===== src/rtl/uart_rx_frame.sv =====
// Configurable UART receiver: 5..9 data bits, optional parity, 1/2 stop bits,
// 3-sample majority voting, break detection and a valid/ready holding register.
module uart_rx_frame #(
  parameter int DBIT_WIDTH = 8,
  parameter int OVERSAMPLE = 16,
  parameter int STOP_BITS  = 1,
  parameter int PARITY_EN  = 0,
  parameter int PARITY_ODD = 0
) (
  input  logic                  clk,
  input  logic                  rst,
  input  logic                  rx,
  input  logic                  s_tick,
  input  logic                  rx_ready,
  output logic [DBIT_WIDTH-1:0] data_out,
  output logic                  rx_valid,
  output logic                  parity_err,
  output logic                  frame_err,
  output logic                  overrun_err,
  output logic                  break_det
);

  localparam int SW = $clog2(OVERSAMPLE);
  localparam int NW = $clog2(DBIT_WIDTH);
  localparam logic [SW-1:0] S_MID  = SW'(OVERSAMPLE/2 - 1);
  localparam logic [SW-1:0] S_V0   = SW'(OVERSAMPLE - 3);
  localparam logic [SW-1:0] S_V1   = SW'(OVERSAMPLE - 2);
  localparam logic [SW-1:0] S_END  = SW'(OVERSAMPLE - 1);
  localparam logic [NW-1:0] N_LAST = NW'(DBIT_WIDTH - 1);
  localparam logic [NW-1:0] N_STOP = NW'(STOP_BITS - 1);
  localparam logic          P_ODD  = 1'(PARITY_ODD);
  localparam logic          P_EN   = (PARITY_EN != 0);

  typedef enum logic [2:0] {IDLE, START, DATA, PARITY, STOP, BRK} state_t;

  state_t                  state_q, state_d;
  logic [1:0]              sync_q;
  logic [SW-1:0]           s_q, s_d;
  logic [NW-1:0]           n_q, n_d;
  logic [DBIT_WIDTH-1:0]   sh_q, sh_d;
  logic [1:0]              smp_q, smp_d;
  logic                    par_q, par_d;
  logic                    pfail_q, pfail_d;
  logic                    ffail_q, ffail_d;
  logic [DBIT_WIDTH-1:0]   dout_q, dout_d;
  logic                    vld_q, vld_d;
  logic                    perr_q, perr_d;
  logic                    ferr_q, ferr_d;
  logic                    ovr_q, ovr_d;
  logic                    brk_q, brk_d;

  logic rx_s, vote, fail_now, bit_end, in_bit, brk_hit;

  assign rx_s     = sync_q[1];
  assign vote     = (smp_q[0] & smp_q[1]) | (smp_q[0] & rx_s) | (smp_q[1] & rx_s);
  assign fail_now = ffail_q | ~vote;
  assign in_bit   = (state_q == DATA) || (state_q == PARITY) || (state_q == STOP);
  assign bit_end  = s_tick && (s_q == S_END);
  // A break is an all-zero frame including parity and a failed stop bit.
  assign brk_hit  = (sh_q == '0) && (!P_EN || !par_q) && fail_now;

  always_comb begin
    state_d = state_q;
    s_d     = s_q;
    n_d     = n_q;
    sh_d    = sh_q;
    smp_d   = smp_q;
    par_d   = par_q;
    pfail_d = pfail_q;
    ffail_d = ffail_q;
    dout_d  = dout_q;
    vld_d   = vld_q;
    perr_d  = perr_q;
    ferr_d  = ferr_q;
    ovr_d   = 1'b0;
    brk_d   = 1'b0;

    if (vld_q && rx_ready) vld_d = 1'b0;

    if (in_bit && s_tick) begin
      s_d = (s_q == S_END) ? '0 : s_q + 1'b1;
      if (s_q == S_V0) smp_d[0] = rx_s;
      if (s_q == S_V1) smp_d[1] = rx_s;
    end

    unique case (state_q)
      IDLE: begin
        if (!rx_s) begin
          state_d = START;
          s_d     = '0;
        end
      end
      START: begin
        if (s_tick) begin
          if (s_q == S_MID) begin
            if (rx_s) state_d = IDLE;
            else begin
              state_d = DATA;
              s_d     = '0;
              n_d     = '0;
              ffail_d = 1'b0;
              pfail_d = 1'b0;
              par_d   = 1'b0;
            end
          end else begin
            s_d = s_q + 1'b1;
          end
        end
      end
      DATA: begin
        if (bit_end) begin
          sh_d = {vote, sh_q[DBIT_WIDTH-1:1]};
          if (n_q == N_LAST) begin
            n_d     = '0;
            state_d = P_EN ? PARITY : STOP;
          end else begin
            n_d = n_q + 1'b1;
          end
        end
      end
      PARITY: begin
        if (bit_end) begin
          par_d   = vote;
          pfail_d = (^sh_q) ^ vote ^ P_ODD;
          state_d = STOP;
        end
      end
      STOP: begin
        if (bit_end) begin
          if (n_q != N_STOP) begin
            ffail_d = fail_now;
            n_d     = n_q + 1'b1;
          end else begin
            n_d = '0;
            if (brk_hit) begin
              state_d = BRK;
              brk_d   = 1'b1;
            end else begin
              state_d = IDLE;
              // A word taken by the host this same clk frees the register.
              if (!vld_q || rx_ready) begin
                dout_d = sh_q;
                perr_d = P_EN & pfail_q;
                ferr_d = fail_now;
                vld_d  = 1'b1;
              end else begin
                ovr_d = 1'b1;
              end
            end
          end
        end
      end
      BRK: begin
        if (s_tick && rx_s) state_d = IDLE;
      end
      default: state_d = IDLE;
    endcase
  end

  always_ff @(posedge clk or posedge rst) begin
    if (rst) begin
      sync_q  <= 2'b11;
      state_q <= IDLE;
      s_q     <= '0;
      n_q     <= '0;
      sh_q    <= '0;
      smp_q   <= '0;
      par_q   <= 1'b0;
      pfail_q <= 1'b0;
      ffail_q <= 1'b0;
      dout_q  <= '0;
      vld_q   <= 1'b0;
      perr_q  <= 1'b0;
      ferr_q  <= 1'b0;
      ovr_q   <= 1'b0;
      brk_q   <= 1'b0;
    end else begin
      sync_q  <= {sync_q[0], rx};
      state_q <= state_d;
      s_q     <= s_d;
      n_q     <= n_d;
      sh_q    <= sh_d;
      smp_q   <= smp_d;
      par_q   <= par_d;
      pfail_q <= pfail_d;
      ffail_q <= ffail_d;
      dout_q  <= dout_d;
      vld_q   <= vld_d;
      perr_q  <= perr_d;
      ferr_q  <= ferr_d;
      ovr_q   <= ovr_d;
      brk_q   <= brk_d;
    end
  end

  assign data_out    = dout_q;
  assign rx_valid    = vld_q;
  assign parity_err  = perr_q;
  assign frame_err   = ferr_q;
  assign overrun_err = ovr_q;
  assign break_det   = brk_q;

endmodule

===== config.mk =====
export PLATFORM = sky130hd
export DESIGN_NAME = uart_rx_frame
export DESIGN_NICKNAME = d
export VERILOG_FILES = /design/src/rtl/uart_rx_frame.sv
export SDC_FILE = /design/constraint.sdc
export NUM_CORES = 1
export LEC_CHECK = 0
export BUFFER_PORTS_ARGS = -buffer_cell sky130_fd_sc_hd__buf_2
export CAP_MARGIN = 10
export CORE_MARGIN = 1
export CORE_UTILIZATION = 36
export DETAILED_ROUTE_END_ITERATION = 10
export GPL_ROUTABILITY_DRIVEN = 0
export GPL_TIMING_DRIVEN = 0
export PLACE_DENSITY_LB_ADDON = 0.12
export SLEW_MARGIN = 10
export SYNTH_ARGS = -nofsm -noshare
export SYNTH_HDL_FRONTEND = slang
export SYNTH_SLANG_ARGS = --single-unit
export TNS_END_PERCENT = 5

===== constraint.sdc =====
create_clock -name clk -period 2.6 [get_ports clk]
set_input_delay 0.65 -clock clk [delete_from_list [all_inputs] [get_ports clk]]
set_output_delay 0.65 -clock clk [all_outputs]
set_load 0.05 [all_outputs]

* Word level (Yosys, flattened, before mapping)
Cells that the tools add are included.
** Word-level totals
- Word-level logic and storage cells :: 113
- Register bits :: 35
- Output and inout port bits :: 13
- Input bits :: 5
** Operators by class
- Bitwise operators :: 9
- Reduce and logical (&&, ||, !) cells :: 21
- Equal/unequal tests :: 21
- $add $sub $neg :: 2
- Mux-type cells :: 47
** Operator list (count)
- 3-bit two-way mux :: 17
- 1-bit two-way mux :: 20
- 4-bit two-way mux :: 5
- 2-bit != test (second input constant) :: 9
- 3-bit case mux with 6 select lines :: 1
- 4-bit == test (second input constant) :: 3
- 6-bit AND reduction :: 2
- 3-bit == test (second input constant) :: 3
- 3-bit case mux with 3 select lines :: 1
- 9-bit AND reduction :: 1
- 8-bit logical NOT :: 1
- 4-bit case mux with 2 select lines :: 1
- 3-bit by 2-bit == test with 1-bit output (second input constant) :: 2
- 2-bit AND reduction :: 3
- 3-bit nonzero test :: 2
- 1-bit logical AND :: 5
- 5-bit AND reduction :: 1
- 4-bit by 1-bit adder with 4-bit output (second input constant) :: 1
- 4-bit by 3-bit == test with 1-bit output (second input constant) :: 1
- 2-bit by 1-bit != test with 1-bit output (second input constant) :: 2
- 3-bit by 1-bit adder with 3-bit output (second input constant) :: 1
- 1-bit AND :: 3
- 3-bit by 1-bit == test with 1-bit output (second input constant) :: 1
- 3-bit logical NOT :: 1
- other kinds (7) :: 13

* Depth between registers and ports, before layout
- Depth after elaboration :: 10
- Depth in mapped cells :: 6
- Depth with buffers taken out :: 6

* Worst setup path after synthesis
OpenSTA, ideal clock, no wires.
- Kind :: input to register
- Start :: in s_tick
- End :: reg dout_q[0], in the netlist data_out[0]
- Buffers on the path :: 1
- Setup slack :: 698 ps
- Arrival time :: 1777 ps
- Required time :: 2475 ps
- Stages on the path :: 5
- Cells stage by stage :: buf_2 -> nand4_1 -> nor2_1 -> nand4b_4 -> mux2_4
** On the way
- Word-level cells in the longest chain between the ends :: 2
** RTL lines
- start, declared :: line 13 : input logic s_tick,
- 1-bit logical AND :: line 58 : assign bit_end = s_tick && (s_q == S_END);
- 5-bit AND reduction (no source line)
- end signal, assigned :: line 187 : dout_q <= dout_d;
- end, declared :: line 45 : logic [DBIT_WIDTH-1:0] dout_q, dout_d;
Every way passes these cells.
A chain may end at the register's enable or synchronous reset.

* Worst setup path after layout
- Start :: reg s_q[0]
- End :: reg dout_q[6], in the netlist data_out[6]
** On the way
- Word-level cells in the longest chain between the ends :: 3
** RTL lines
- start, declared :: line 38 : logic [SW-1:0] s_q, s_d;
- start signal, assigned :: line 164 : s_q <= '0;
- start signal, assigned :: line 180 : s_q <= s_d;
- 4-bit == test :: line 58
- 1-bit logical AND :: line 58
- 5-bit AND reduction (no source line)
Every way passes these cells.

==> metrics.log <==
[metrics] number of vias after detailed routing: approximately 1400
[metrics] antenna violations before repair: 0
[metrics] peak per-stage delay on the critical path: about 430 ps
[metrics] hold-fix buffer count after cts: 0
[metrics] Worst Tran Pin Value: 726 ps
[metrics] CP Max Fanout: 9
[metrics] worst slew margin relative to its limit: 0.515
[metrics] Clock transition at path regs: 70 ps
[metrics] wire length of the first global-routing pass: roughly 6500 um
[metrics] later-pin clock latency in the skew report: a little under 300 ps
[metrics] net count reported at finish: 209
[metrics] number of gates given a new drive strength after cts: 0
[metrics] Clock Skews: ~9.1 ps
[metrics] mean number of vias per cell: 5.21
[metrics] post-DP HPWL: roughly 2700 um
[metrics] worst path cell trace: ha_1, nand4_1, nor2_1, nand4b_4, mux2_4
[metrics] post-synthesis sequential element count: 35
[metrics] Max rail drop VDD: between 300 and 400 uV
[metrics] final critical path time including I/O delays and setup: between 2000 and 2500 ps
[metrics] depth of the worst register-to-register path: 5
[metrics] most area-consuming cells after synthesis: dfrtp_1 43%, mux2_4 6.3%, mux2_2 5.3%, ha_1 4.0%, dfstp_2 2.8%
[metrics] mean cell area of the mapped netlist: roughly 11 um^2
[metrics] portion of the clock cycle consumed by the worst path in the final layout: 0.813
[metrics] run status: complete, no violations
[metrics] internal reg-to-reg setup slack: between 400 and 500 ps
[metrics] share of the synthesized area in the top cell type: 0.435
[metrics] number of enable-type register cells in the synthesized netlist: 0
[metrics] Critical-path top delay cell: dfrtp_1
[metrics] clock tree root buffer cell: clkbuf_8
[metrics] type of the worst setup path: reg2reg
[metrics] post-synthesis instance area: 0.00190 mm^2
[metrics] startpoint type of the worst setup path: flip-flop
[metrics] Crit Reg-Reg Endpoint: data_out[6]
[metrics] number of warnings reported in the yosys synthesis log: 0
[metrics] final antenna diode count: 0
[metrics] remaining antenna violation count after routing: 0
[metrics] TritonCTS clock tree: yes
[metrics] P&R area growth vs syn: 14.4%
[metrics] data arrival time of the worst path: 2290 ps
[metrics] fraction of layout instances using a drive strength above 1: 0.246
[metrics] number of remaining DRC errors: 0
[metrics] grt ovf: 0
[metrics] library cells used by synthesis: 54
[metrics] crit path buf inv count: 0
[metrics] effective utilization at floorplan: 0.372
[metrics] terminating pin of the worst hold path: sync_q[1]
[metrics] pre-CTS setup slack: roughly 440 ps
[metrics] R2R Path Start: s_q[0]
[metrics] dominant register cell in the synthesized netlist: dfrtp_1
[metrics] post-synthesis instance total: between 150 and 200
[metrics] Req. time, crit path: roughly 2800 ps
[metrics] die boundary height: roughly 75 um
[metrics] setup slack after layout: a little under 500 ps
[metrics] Routed wire per std cell: between 10 and 15 um
[metrics] fill count: 490
[metrics] Total Neg Setup Slack: 0 ps
[metrics] sequential share of the synthesized area: 0.462
[metrics] pwr/cell area: slightly below 800 mW/mm^2
[metrics] HP Class: reg2reg
[metrics] area of combinational cells with multiple inputs: a little over 900 um^2
[metrics] Synth area leader: dfrtp_1
[metrics] number of DRC markers after the initial detailed-route iteration: 66
[metrics] static leakage power: 1.08 nW
[metrics] die outline width: ~75 um
[metrics] Clock Sinks: 35
[metrics] min-delay src: sync_q[0]
[metrics] RSZ-0062 raised after global routing: no
[metrics] H-tree levels: 2
[metrics] TritonCTS Buffers: 5
[metrics] die area: 0.00557 mm^2
[metrics] cell with the most instances after synthesis: dfrtp_1
[metrics] Mapped Nets: around 190
[metrics] count of standard-cell rows: 26
[metrics] via count of the first global-routing pass: between 1000 and 1500
[metrics] family of cells with the greatest summed delay on the critical path: simple AND/OR/NAND/NOR gates
[metrics] Overall Global Routing Usage: 0.156
[metrics] area of all sequential standard cells: approximately 880 um^2
[metrics] kind of end point of the critical path: flip-flop
[metrics] max_cap viols: 0
[metrics] area of the placeable core: 0.00511 mm^2
[metrics] IO Pins: 18
[metrics] pin count of the biggest net entering global routing: 36
[metrics] maximum number of buffers from clock root to sink: 2
[metrics] setup bufs post-CTS: 0
[metrics] final number of max-transition violations: 0
[metrics] most instantiated cells after synthesis: 33 x dfrtp_1, 12 x inv_1, 9 x mux2_2, 9 x nand2_1
[metrics] Final Hold Viols: 0
[metrics] DRT Pass-1 Iters: 4
[metrics] timing-limited maximum frequency: between 400 and 500 MHz
[metrics] count of input and output buffers: 15
[metrics] share of synthesized registers carrying an async set or reset: 1.00
[metrics] Post-Route WL: 3750 um
[metrics] # setup viols final: 0
[metrics] Cells on Worst Hold Path: 0
## state kept, by name (all words and copies together), names as in the netlist, 2 cells and up
name / cells
n_q: 3
data_out: 8
state_q: 3
smp_q: 2
sh_q: 8
s_q: 4
sync_q: 2
## layer usage
| layer | vias up | share of wire | global-route usage |
|---|---|---|---|
| met5 | - | 0 | 0 |
| met4 | 0 | 0.013 | 0.0671 |
| met3 | 6 | 0.050 | 0.0361 |
| met2 | 40 | 0.48 | 0.253 |
| met1 | 672 | 0.46 | 0.200 |
| li1 | 683 | - | - |
## cell families (layout without fill, tap and decap cells)
logic type	count (synthesis)	in the layout	synth area share
other cells	1	1	0.00197
simple gates	51	51	0.158
fa+ha+maj	7	7	0.0448
mux	22	22	0.144
xor+xnor	1	1	0.00461
compound gates	37	37	0.136
flops	35	35	0.462
buf+inv	22	45	0.0474
## worst max path at each step
stage	start	to	slack, ps	cells past startpoint
after floorplan	s_tick	data_out[0]	700	5
after global placement	s_tick	data_out[7]	480	5
after detailed placement	s_tick	data_out[6]	440	5
after CTS	s_q[0]	data_out[3]	510	5
after global routing	s_q[0]	data_out[3]	340	5
final	s_q[0]	data_out[6]	490	5
## power breakdown
| group | total (mW) | internal (mW) | switching (mW) |
|---|---|---|---|
| Combinational | 0.526 | 0.209 | 0.317 |
| Sequential | 0.675 | 0.617 | 0.0576 |
| Clock | 0.476 | 0.286 | 0.190 |
## stage by stage
step           power, mW  hold WS [ps]  area, um^2  std cells  utilization
6_report            1.68           358        2170        269        0.425
5_1_grt             1.82           369        2170        269        0.425
4_1_cts             1.70           360        2170        269        0.425
3_5_place_dp        1.21           349        2060        261        0.404
3_3_place_gp        1.20           346        2060        261        0.404
2_1_floorplan       1.09           345        1900        176            -
## area by class of cell
class | count | share of cell area
Multi-Input combinational cell | 119 | 0.429
Timing Repair Buffer | 15 | 0.0346
Buffer | 10 | 0.0207
Tap cell | 70 | 0.0403
Clock buffer | 6 | 0.0334
Sequential cell | 35 | 0.404
Inverter | 12 | 0.0207
Clock inverter | 2 | 0.0173
## placed cells by master (no fill, tap or decap), types with 4 or more instances in the layout
cell / synthesis / layout
nor2_1: 8 / 8
mux2_4: 8 / 8
ha_1: 6 / 6
inv_1: 12 / 11
nand2b_1: 5 / 5
nand2_1: 9 / 9
a21oi_1: 7 / 7
clkbuf_8: 0 / 5
o21ai_1: 4 / 4
mux2_2: 9 / 9
buf_2: 3 / 18
dfrtp_1: 33 / 33
nand3_1: 6 / 6
clkbuf_1: 6 / 7
No activity file was read; power rests on OpenSTA's default activity.
